### src/rtl/cpu_pkg.sv
// -----------------------------------------------------------------------------
// cpu_pkg
//   Shared definitions for the CPU front end.
//   - RESET_PC  : PC value the core starts from; also the idle value of an
//                 unused fetch slot's PC field.
//   - INSTR_W   : instruction word width.
//   - NOP_INSTR : canonical NOP (addi x0, x0, 0); idle value of a slot's
//                 instruction field so an empty head never looks like a
//                 meaningful instruction.
//   - fetch_entry_t : one fetch slot {pc, instr, filled}.
// -----------------------------------------------------------------------------
package cpu_pkg;

  localparam logic [31:0] RESET_PC = 32'h0000_0000;
  localparam int          INSTR_W  = 32;

  localparam logic [INSTR_W-1:0] NOP_INSTR = 32'h0000_0013;

  typedef struct packed {
    logic [31:0]        pc;
    logic [INSTR_W-1:0] instr;
    logic               filled;
  } fetch_entry_t;

endpackage

### src/rtl/fetch_slot_buf.sv
// -----------------------------------------------------------------------------
// fetch_slot_buf
//   DEPTH-entry storage for in-order instruction fetches. Each slot holds the
//   PC it was allocated for, the returned instruction word and a filled flag.
//   Pointer bookkeeping lives in the parent; this block only stores.
//
//   Ports:
//     clk, rst      clock, asynchronous active-high reset
//     clr           invalidate every slot (redirect); wins over all writes
//     alloc_en/idx/pc   allocate slot idx for a newly accepted fetch of pc
//     fill_en/idx/instr write the returned instruction word into slot idx
//     pop_en        release the slot at rd_idx (consumed by decode)
//     rd_idx        head slot index
//     rd_entry      combinational read of the head slot
// -----------------------------------------------------------------------------
module fetch_slot_buf
  import cpu_pkg::*;
#(
  parameter int DEPTH = 4,
  parameter int PTR_W = $clog2(DEPTH)
) (
  input  logic               clk,
  input  logic               rst,
  input  logic               clr,
  input  logic               alloc_en,
  input  logic [PTR_W-1:0]   alloc_idx,
  input  logic [31:0]        alloc_pc,
  input  logic               fill_en,
  input  logic [PTR_W-1:0]   fill_idx,
  input  logic [INSTR_W-1:0] fill_instr,
  input  logic               pop_en,
  input  logic [PTR_W-1:0]   rd_idx,
  output fetch_entry_t       rd_entry
);

  fetch_entry_t slot_arr [DEPTH];

  genvar gi;
  generate
    for (gi = 0; gi < DEPTH; gi++) begin : g_slot
      fetch_entry_t entry_reg;

      // The parent guarantees that alloc, fill and pop never target the same
      // slot in one cycle (alloc hits an unallocated slot, fill an allocated
      // unfilled one, pop a filled one), so the write order below is moot.
      always_ff @(posedge clk or posedge rst) begin
        if (rst) begin
          entry_reg.pc     <= RESET_PC;
          entry_reg.instr  <= NOP_INSTR;
          entry_reg.filled <= 1'b0;
        end else if (clr) begin
          entry_reg.filled <= 1'b0;
        end else begin
          if (alloc_en && (alloc_idx == PTR_W'(gi))) begin
            entry_reg.pc     <= alloc_pc;
            entry_reg.filled <= 1'b0;
          end
          if (fill_en && (fill_idx == PTR_W'(gi))) begin
            entry_reg.instr  <= fill_instr;
            entry_reg.filled <= 1'b1;
          end
          if (pop_en && (rd_idx == PTR_W'(gi))) begin
            entry_reg.filled <= 1'b0;
          end
        end
      end

      assign slot_arr[gi] = entry_reg;
    end
  endgenerate

  assign rd_entry = slot_arr[rd_idx];

endmodule

### src/rtl/if_fetch_queue.sv
// -----------------------------------------------------------------------------
// if_fetch_queue
//   Instruction-fetch front end between the PC register and decode.
//   Issues in-order fetches at pc_i, holds the PC until a fetch for it is
//   accepted, buffers returned words tagged with their PC and presents them to
//   decode with a valid/ready handshake. A redirect (flush_i) empties the
//   buffer and arranges for responses to fetches still in flight to be
//   discarded as they come back.
//
//   Ports:
//     clk, rst            clock, asynchronous active-high reset
//     pc_i                current PC from the PC register
//     pc_hold_o           1 = PC register keeps its value
//     flush_i             redirect; PC register loads the target this cycle
//     imem_req_valid_o    fetch request valid
//     imem_req_addr_o     fetch address (= pc_i)
//     imem_req_ready_i    memory accepts the request
//     imem_rsp_valid_i    response valid, in request order, latency >= 1
//     imem_rsp_data_i     returned instruction word
//     id_valid_o          head instruction available to decode
//     id_pc_o, id_instr_o head PC and instruction word
//     id_ready_i          decode consumes the head this cycle
//     err_o               sticky: a response arrived with nothing pending
// -----------------------------------------------------------------------------
module if_fetch_queue
  import cpu_pkg::*;
#(
  parameter int DEPTH = 4,
  parameter int PTR_W = $clog2(DEPTH),
  parameter int CNT_W = $clog2(DEPTH + 1)
) (
  input  logic               clk,
  input  logic               rst,
  input  logic [31:0]        pc_i,
  output logic               pc_hold_o,
  input  logic               flush_i,
  output logic               imem_req_valid_o,
  output logic [31:0]        imem_req_addr_o,
  input  logic               imem_req_ready_i,
  input  logic               imem_rsp_valid_i,
  input  logic [INSTR_W-1:0] imem_rsp_data_i,
  output logic               id_valid_o,
  output logic [31:0]        id_pc_o,
  output logic [INSTR_W-1:0] id_instr_o,
  input  logic               id_ready_i,
  output logic               err_o
);

  // Pointers: head = next slot to hand to decode, fill = next slot awaiting
  // its response, tail = next slot to allocate.
  logic [PTR_W-1:0] head_reg, head_next;
  logic [PTR_W-1:0] fill_reg, fill_next;
  logic [PTR_W-1:0] tail_reg, tail_next;

  // occ  = allocated slots (filled or not)
  // pend = allocated slots still waiting for their response
  // drop = responses to fetches abandoned by a redirect, still to come back
  logic [CNT_W-1:0] occ_reg,  occ_next;
  logic [CNT_W-1:0] pend_reg, pend_next;
  logic [CNT_W-1:0] drop_reg, drop_next;
  logic             err_reg,  err_next;

  logic [CNT_W-1:0] used_sum;
  logic [CNT_W-1:0] backlog;
  logic             has_room;
  logic             accept;
  logic             pop;
  logic             rsp_drop;
  logic             rsp_fill;
  logic             rsp_spur;
  fetch_entry_t     head_entry;

  // ---------------------------------------------------------------------------
  // Slot storage
  // ---------------------------------------------------------------------------
  fetch_slot_buf #(
    .DEPTH (DEPTH),
    .PTR_W (PTR_W)
  ) u_slot_buf (
    .clk        (clk),
    .rst        (rst),
    .clr        (flush_i),
    .alloc_en   (accept),
    .alloc_idx  (tail_reg),
    .alloc_pc   (pc_i),
    .fill_en    (rsp_fill && !flush_i),
    .fill_idx   (fill_reg),
    .fill_instr (imem_rsp_data_i),
    .pop_en     (pop),
    .rd_idx     (head_reg),
    .rd_entry   (head_entry)
  );

  // ---------------------------------------------------------------------------
  // Issue / handshake
  // ---------------------------------------------------------------------------
  // occ + drop never exceeds DEPTH, which fits in CNT_W bits.
  assign used_sum = occ_reg + drop_reg;

  // A pop in the same cycle is deliberately not credited: keeps the request
  // path independent of id_ready_i.
  assign has_room = (used_sum < CNT_W'(DEPTH));

  assign imem_req_valid_o = !rst && !flush_i && has_room;
  assign imem_req_addr_o  = pc_i;
  assign accept           = imem_req_valid_o && imem_req_ready_i;

  // On a redirect the hold is released so the PC register takes the target.
  assign pc_hold_o = rst || (!accept && !flush_i);

  assign id_valid_o = !rst && head_entry.filled;
  assign id_pc_o    = head_entry.pc;
  assign id_instr_o = head_entry.instr;
  assign pop        = id_valid_o && id_ready_i && !flush_i;

  // Responses pay off abandoned fetches first, then fill in order; anything
  // beyond that has no matching request.
  assign rsp_drop = imem_rsp_valid_i && (drop_reg != '0);
  assign rsp_fill = imem_rsp_valid_i && (drop_reg == '0) && (pend_reg != '0);
  assign rsp_spur = imem_rsp_valid_i && (drop_reg == '0) && (pend_reg == '0);

  // Outstanding fetches at a redirect: earlier drops plus unfilled slots.
  assign backlog = drop_reg + pend_reg;

  assign err_o = err_reg;

  // ---------------------------------------------------------------------------
  // Next state
  // ---------------------------------------------------------------------------
  always_comb begin
    head_next = head_reg;
    fill_next = fill_reg;
    tail_next = tail_reg;
    occ_next  = occ_reg;
    pend_next = pend_reg;
    drop_next = drop_reg;
    err_next  = err_reg || rsp_spur;

    if (flush_i) begin
      head_next = '0;
      fill_next = '0;
      tail_next = '0;
      occ_next  = '0;
      pend_next = '0;
      // A response arriving in the redirect cycle belongs to the oldest
      // outstanding fetch, so it retires one of the abandoned requests.
      if (imem_rsp_valid_i && (backlog != '0)) begin
        drop_next = backlog - CNT_W'(1);
      end else begin
        drop_next = backlog;
      end
    end else begin
      if (accept)   tail_next = tail_reg + PTR_W'(1);
      if (pop)      head_next = head_reg + PTR_W'(1);
      if (rsp_fill) fill_next = fill_reg + PTR_W'(1);
      if (rsp_drop) drop_next = drop_reg - CNT_W'(1);

      case ({accept, pop})
        2'b10:   occ_next = occ_reg + CNT_W'(1);
        2'b01:   occ_next = occ_reg - CNT_W'(1);
        default: occ_next = occ_reg;
      endcase

      case ({accept, rsp_fill})
        2'b10:   pend_next = pend_reg + CNT_W'(1);
        2'b01:   pend_next = pend_reg - CNT_W'(1);
        default: pend_next = pend_reg;
      endcase
    end
  end

  // ---------------------------------------------------------------------------
  // State registers
  // ---------------------------------------------------------------------------
  always_ff @(posedge clk or posedge rst) begin
    if (rst) begin
      head_reg <= '0;
      fill_reg <= '0;
      tail_reg <= '0;
      occ_reg  <= '0;
      pend_reg <= '0;
      drop_reg <= '0;
      err_reg  <= 1'b0;
    end else begin
      head_reg <= head_next;
      fill_reg <= fill_next;
      tail_reg <= tail_next;
      occ_reg  <= occ_next;
      pend_reg <= pend_next;
      drop_reg <= drop_next;
      err_reg  <= err_next;
    end
  end

endmodule

### config.mk
export PLATFORM = sky130hd
export DESIGN_NAME = if_fetch_queue
export DESIGN_NICKNAME = d
export VERILOG_FILES = /design/src/rtl/cpu_pkg.sv /design/src/rtl/fetch_slot_buf.sv /design/src/rtl/if_fetch_queue.sv
export SDC_FILE = /design/constraint.sdc
export NUM_CORES = 1
export LEC_CHECK = 0
export ABC_AREA = 1
export CAP_MARGIN = 20
export CORE_MARGIN = 2
export CORE_UTILIZATION = 50
export CTS_BUF_LIST = sky130_fd_sc_hd__clkbuf_4
export DETAILED_ROUTE_END_ITERATION = 12
export MAX_ROUTING_LAYER = met4
export PLACE_DENSITY = 0.75
export SYNTH_ARGS = -nofsm -noshare
export SYNTH_HDL_FRONTEND = slang
export SYNTH_HIERARCHICAL = 1
export SYNTH_SLANG_ARGS = --single-unit
### constraint.sdc
create_clock -name clk -period 21.3 [get_ports clk]
set_input_delay 5.325 -clock clk [delete_from_list [all_inputs] [get_ports clk]]
set_output_delay 5.325 -clock clk [all_outputs]
set_load 0.1 [all_outputs]
==> results.txt <==
----------------------------------------------------
[Cells and area]
  Share of post-route cells with drive strength above 1 ... 0.102
  Most common library cell in the layout ignoring fill and taps ... sky130_fd_sc_hd__nand2_1
  Filler cells ... 2,211
  Largest register FFs ... 260
  Count of nets after finishing ... 1,809
  Syn-to-layout area delta ... 21.5%
  Commonest cells after routing, fill and taps aside ... 778 x sky130_fd_sc_hd__nand2_1, 264 x sky130_fd_sc_hd__dfrtp_1, 170 x sky130_fd_sc_hd__o21ai_0

[Timing]
  Unrepaired setup endpoints after global routing ... no
  Final slew viol count ... 0
  Share of the cycle needed by the critical path after routing ... 0.609
  Worst Tran Pin Value ... 1.05 ns
  Post-route clock skew ... 0.0407 ns
  Setup_tns ... 0 ns
  Final hold violation count ... 0
  Fmax ... 0.0770 GHz
  Final critical-path setup slack ... 8.32 ns
  Worst slew slack as a fraction of its limit ... 0.295
  Final number of setup-violating endpoints ... 0
  Fin crit period ... 12.98 ns

[Yosys]
  Sequential fraction of the synthesis area ... 0.546
  Syn_area_per_cell ... 8.01 um2
  Synth Register Bits ... 276
  Ys Warns ... 6
  Unique cell type count in the Yosys netlist ... 31
  Instance count of the mapped netlist ... 1,582
  Leading area contributor after synthesis ... sky130_fd_sc_hd__dfrtp_1
  Top area cells in the synthesized netlist ... sky130_fd_sc_hd__dfrtp_1 52%, sky130_fd_sc_hd__nand2_1 23%, sky130_fd_sc_hd__o21ai_0 6.7%
  Area share of the largest cell type after synthesis ... 0.521
  Synthesized net count ... 1,661
  Mapped cell area ... 12,700 um2

[Floorplanning]
  Die Footprint ... 26,600 um2
  Starting density of the core ... 0.506
  Die extent in y ... 163 um
  Floorplan Core Area ... 25,000 um2
  # rows ... 58
  Count of pins on the block boundary ... 170
  Horiz. Die Dim ... 163 um

[Critical path]
  Crit-path max cell delay ... 1.14 ns
  Kind of cell with the highest combined delay on the critical path ... buffers and inverters
  Register-to-Register Path Depth ... 18
  Required time of the critical path ... 15.98 ns
  Critical-path maximum fanout ... 56
  Ordered cell list for the critical path ... buf_2, buf_4, nor2_1, nand4_4, nand2_2, nand2_1, clkdlybuf4s50_1
  Arrival time of the worst setup path ... 7.65 ns
  Number of stages on the worst setup path ... 7
  Critical Path Slowest Stage Cell ... sky130_fd_sc_hd__clkdlybuf4s50_1
  Type of destination of the critical path ... output pin
  CP Buf/Inv Count ... 3
  Startpoint Class ... input port
  Crit Path Category ... in2out

[Clocking]
  Clock Root Buffer ... sky130_fd_sc_hd__clkbuf_4
  Clock transition at the register clock pins on the worst setup and hold paths after CTS ... 0.06 ns
  Clock buffers created by TritonCTS ... 75
  H-tree levels ... 3
  Clk sink count ... 276
  Setup fix buffers added after clock tree synthesis ... 0
  PostCTS Resize Cnt ... 0
  TritonCTS clock tree ... built
  Clk_lat worst skew ... 0.68 ns
  Post-CTS Hold Fix Bufs ... 0
  Maximum count of clock buffers along a single path ... 3

[Route]
  Number of iterations in the first detailed-routing pass ... 6
  Overall routed net length ... 33,200 um
  Iteration-0 DRC count of the detailed router ... 1,203
  Routed len/inst ... 15.7 um
  Post-detailed-route via-to-cell ratio ... 5.28
  DRC violations left ... 0
  Total number of vias ... 11,200
  Remaining antenna violation count after routing ... 0

[Power]
  Share of power burned in combinational logic ... 0.324
  Internal power ... 947 uW
  Leak Pwr ... 7.62 nW
  Max VDD drop ... 0.0000846 V
  Part of the total power dissipated in sequential elements ... 0.376
  Reported net switching power ... 631 uW
  Part of the power in the clock network ... 0.300
  PD cells ... 103 nW/um2
  Switching portion of total power ... 0.400

[Placement]
  Total of buffers placed on input and output ports ... 169
  Detailed placer's ending HPWL ... 19,700 um
  Setup slack at placement ... 8.31 ns
  Final GP Congestion ... 0.842

[Global routing]
  Via count of the first global-routing pass ... 11,100
  Total congestion overflow after global routing ... 0
  Wire length of the first global-routing pass ... 54,300 um
  Initial antenna violation count ... 1
  Maximum number of pins on one net before global-route repair ... 97
  Overall track demand over capacity in global routing ... 0.262

[Run status]
  Outcome ... completed

[Run]
  Count of maximum capacitance violations ... 0

[Worst hold path]
  Hold path cells ... 2
  Hold crit path type ... reg2reg

----------------------------------------------------
-- area by class of cell --
cell class	count	area, um2	area share
antenna	3	7.51	0.000487
clock buffer	113	848	0.0551
clock inverter	17	114	0.00739
inverter	78	300	0.0195
multi-input combinational	1111	4870	0.316
sequential	276	6920	0.449
tap	330	413	0.0268
timing repair buffer	188	1930	0.125
-- power groups by stage --
stage | Sequential, mW | Clock (mW) | Combinational (mW)
final | 0.594 | 0.473 | 0.511
after global routing | 0.599 | 0.516 | 0.539
after CTS | 0.594 | 0.488 | 0.511
after detailed placement | 0.603 | 0 | 0.508
after global placement | 0.601 | 0 | 0.505
after floorplan | 0.603 | 0 | 0.387
-- final timing paths --
path | startpoint | to | slack (ns)
hold reg to reg | u_slot_buf/g_slot[2].entry_reg[44] | u_slot_buf/g_slot[2].entry_reg[44] | 0.48
min in group asynchronous | rst | u_slot_buf/g_slot[2].entry_reg[6] | 5.24
max in group asynchronous | rst | u_slot_buf/g_slot[3].entry_reg[40] | 14.56
setup / recovery | flush_i | pc_hold_o | 8.32
hold / removal | u_slot_buf/g_slot[2].entry_reg[44] | u_slot_buf/g_slot[2].entry_reg[44] | 0.48
setup reg to reg | head_reg[1] | occ_reg[2] | 17.58
-- layer usage --
metal	vias to the layer above	global-route usage	wire length [um]	share of wire
li1	5314	-	-	-
met1	5300	0.340	14400	0.43
met2	495	0.405	15500	0.47
met3	56	0.0543	2570	0.077
met4	0	0.103	722	0.022
met5	-	-	0	0
-- Yosys cell counts, drive strengths merged --
| master | number |
|---|---|
| nand3 | 16 |
| fa | 3 |
| a21oi | 12 |
| o32ai | 1 |
| nor2 | 32 |
| buf | 91 |
| dfstp | 12 |
| inv | 78 |
| ha | 6 |
| xnor2 | 3 |
| nor3 | 3 |
| nand2 | 789 |
| a31oi | 1 |
| clkbuf | 26 |
| xor2 | 3 |
| o21ai | 171 |
| dfrtp | 264 |
| o21bai | 1 |
| nand4 | 70 |
-- kinds of logic (layout without fill, tap and decap cells) --
logic type | Yosys count | after routing | synth area share
AOI/OAI and AO/OA | 186 | 186 | 0.0758
adders and majority gates | 9 | 9 | 0.0107
other | 0 | 3 | 0
DFF | 276 | 276 | 0.546
and+or+nand+nor | 910 | 910 | 0.291
buffers and inverters | 195 | 396 | 0.0727
xor gates and xnor gates | 6 | 6 | 0.00415
-- per-stage QoR --
stage / cell area, um2 / std cells / utilization / hold slack, ns / total power [mW]
finish: 15400 / 2116 / 0.615 / 0.478 / 1.58
CTS: 15300 / 2107 / 0.609 / 0.482 / 1.59
global placement: 14300 / 1977 / 0.571 / 0.462 / 1.11
global route: 15400 / 2116 / 0.615 / 0.495 / 1.65
floorplan: 12700 / 1582 / - / 0.449 / 0.991
detailed placement: 14300 / 1977 / 0.571 / 0.466 / 1.11
-- tightest hold or removal path: stages, from the launching register on --
cell	delay, ns
sky130_fd_sc_hd__dfrtp_1	0.34
sky130_fd_sc_hd__nand2_1	0.05
sky130_fd_sc_hd__nand2_1	0.05
No activity file was read; power rests on OpenSTA's default activity.
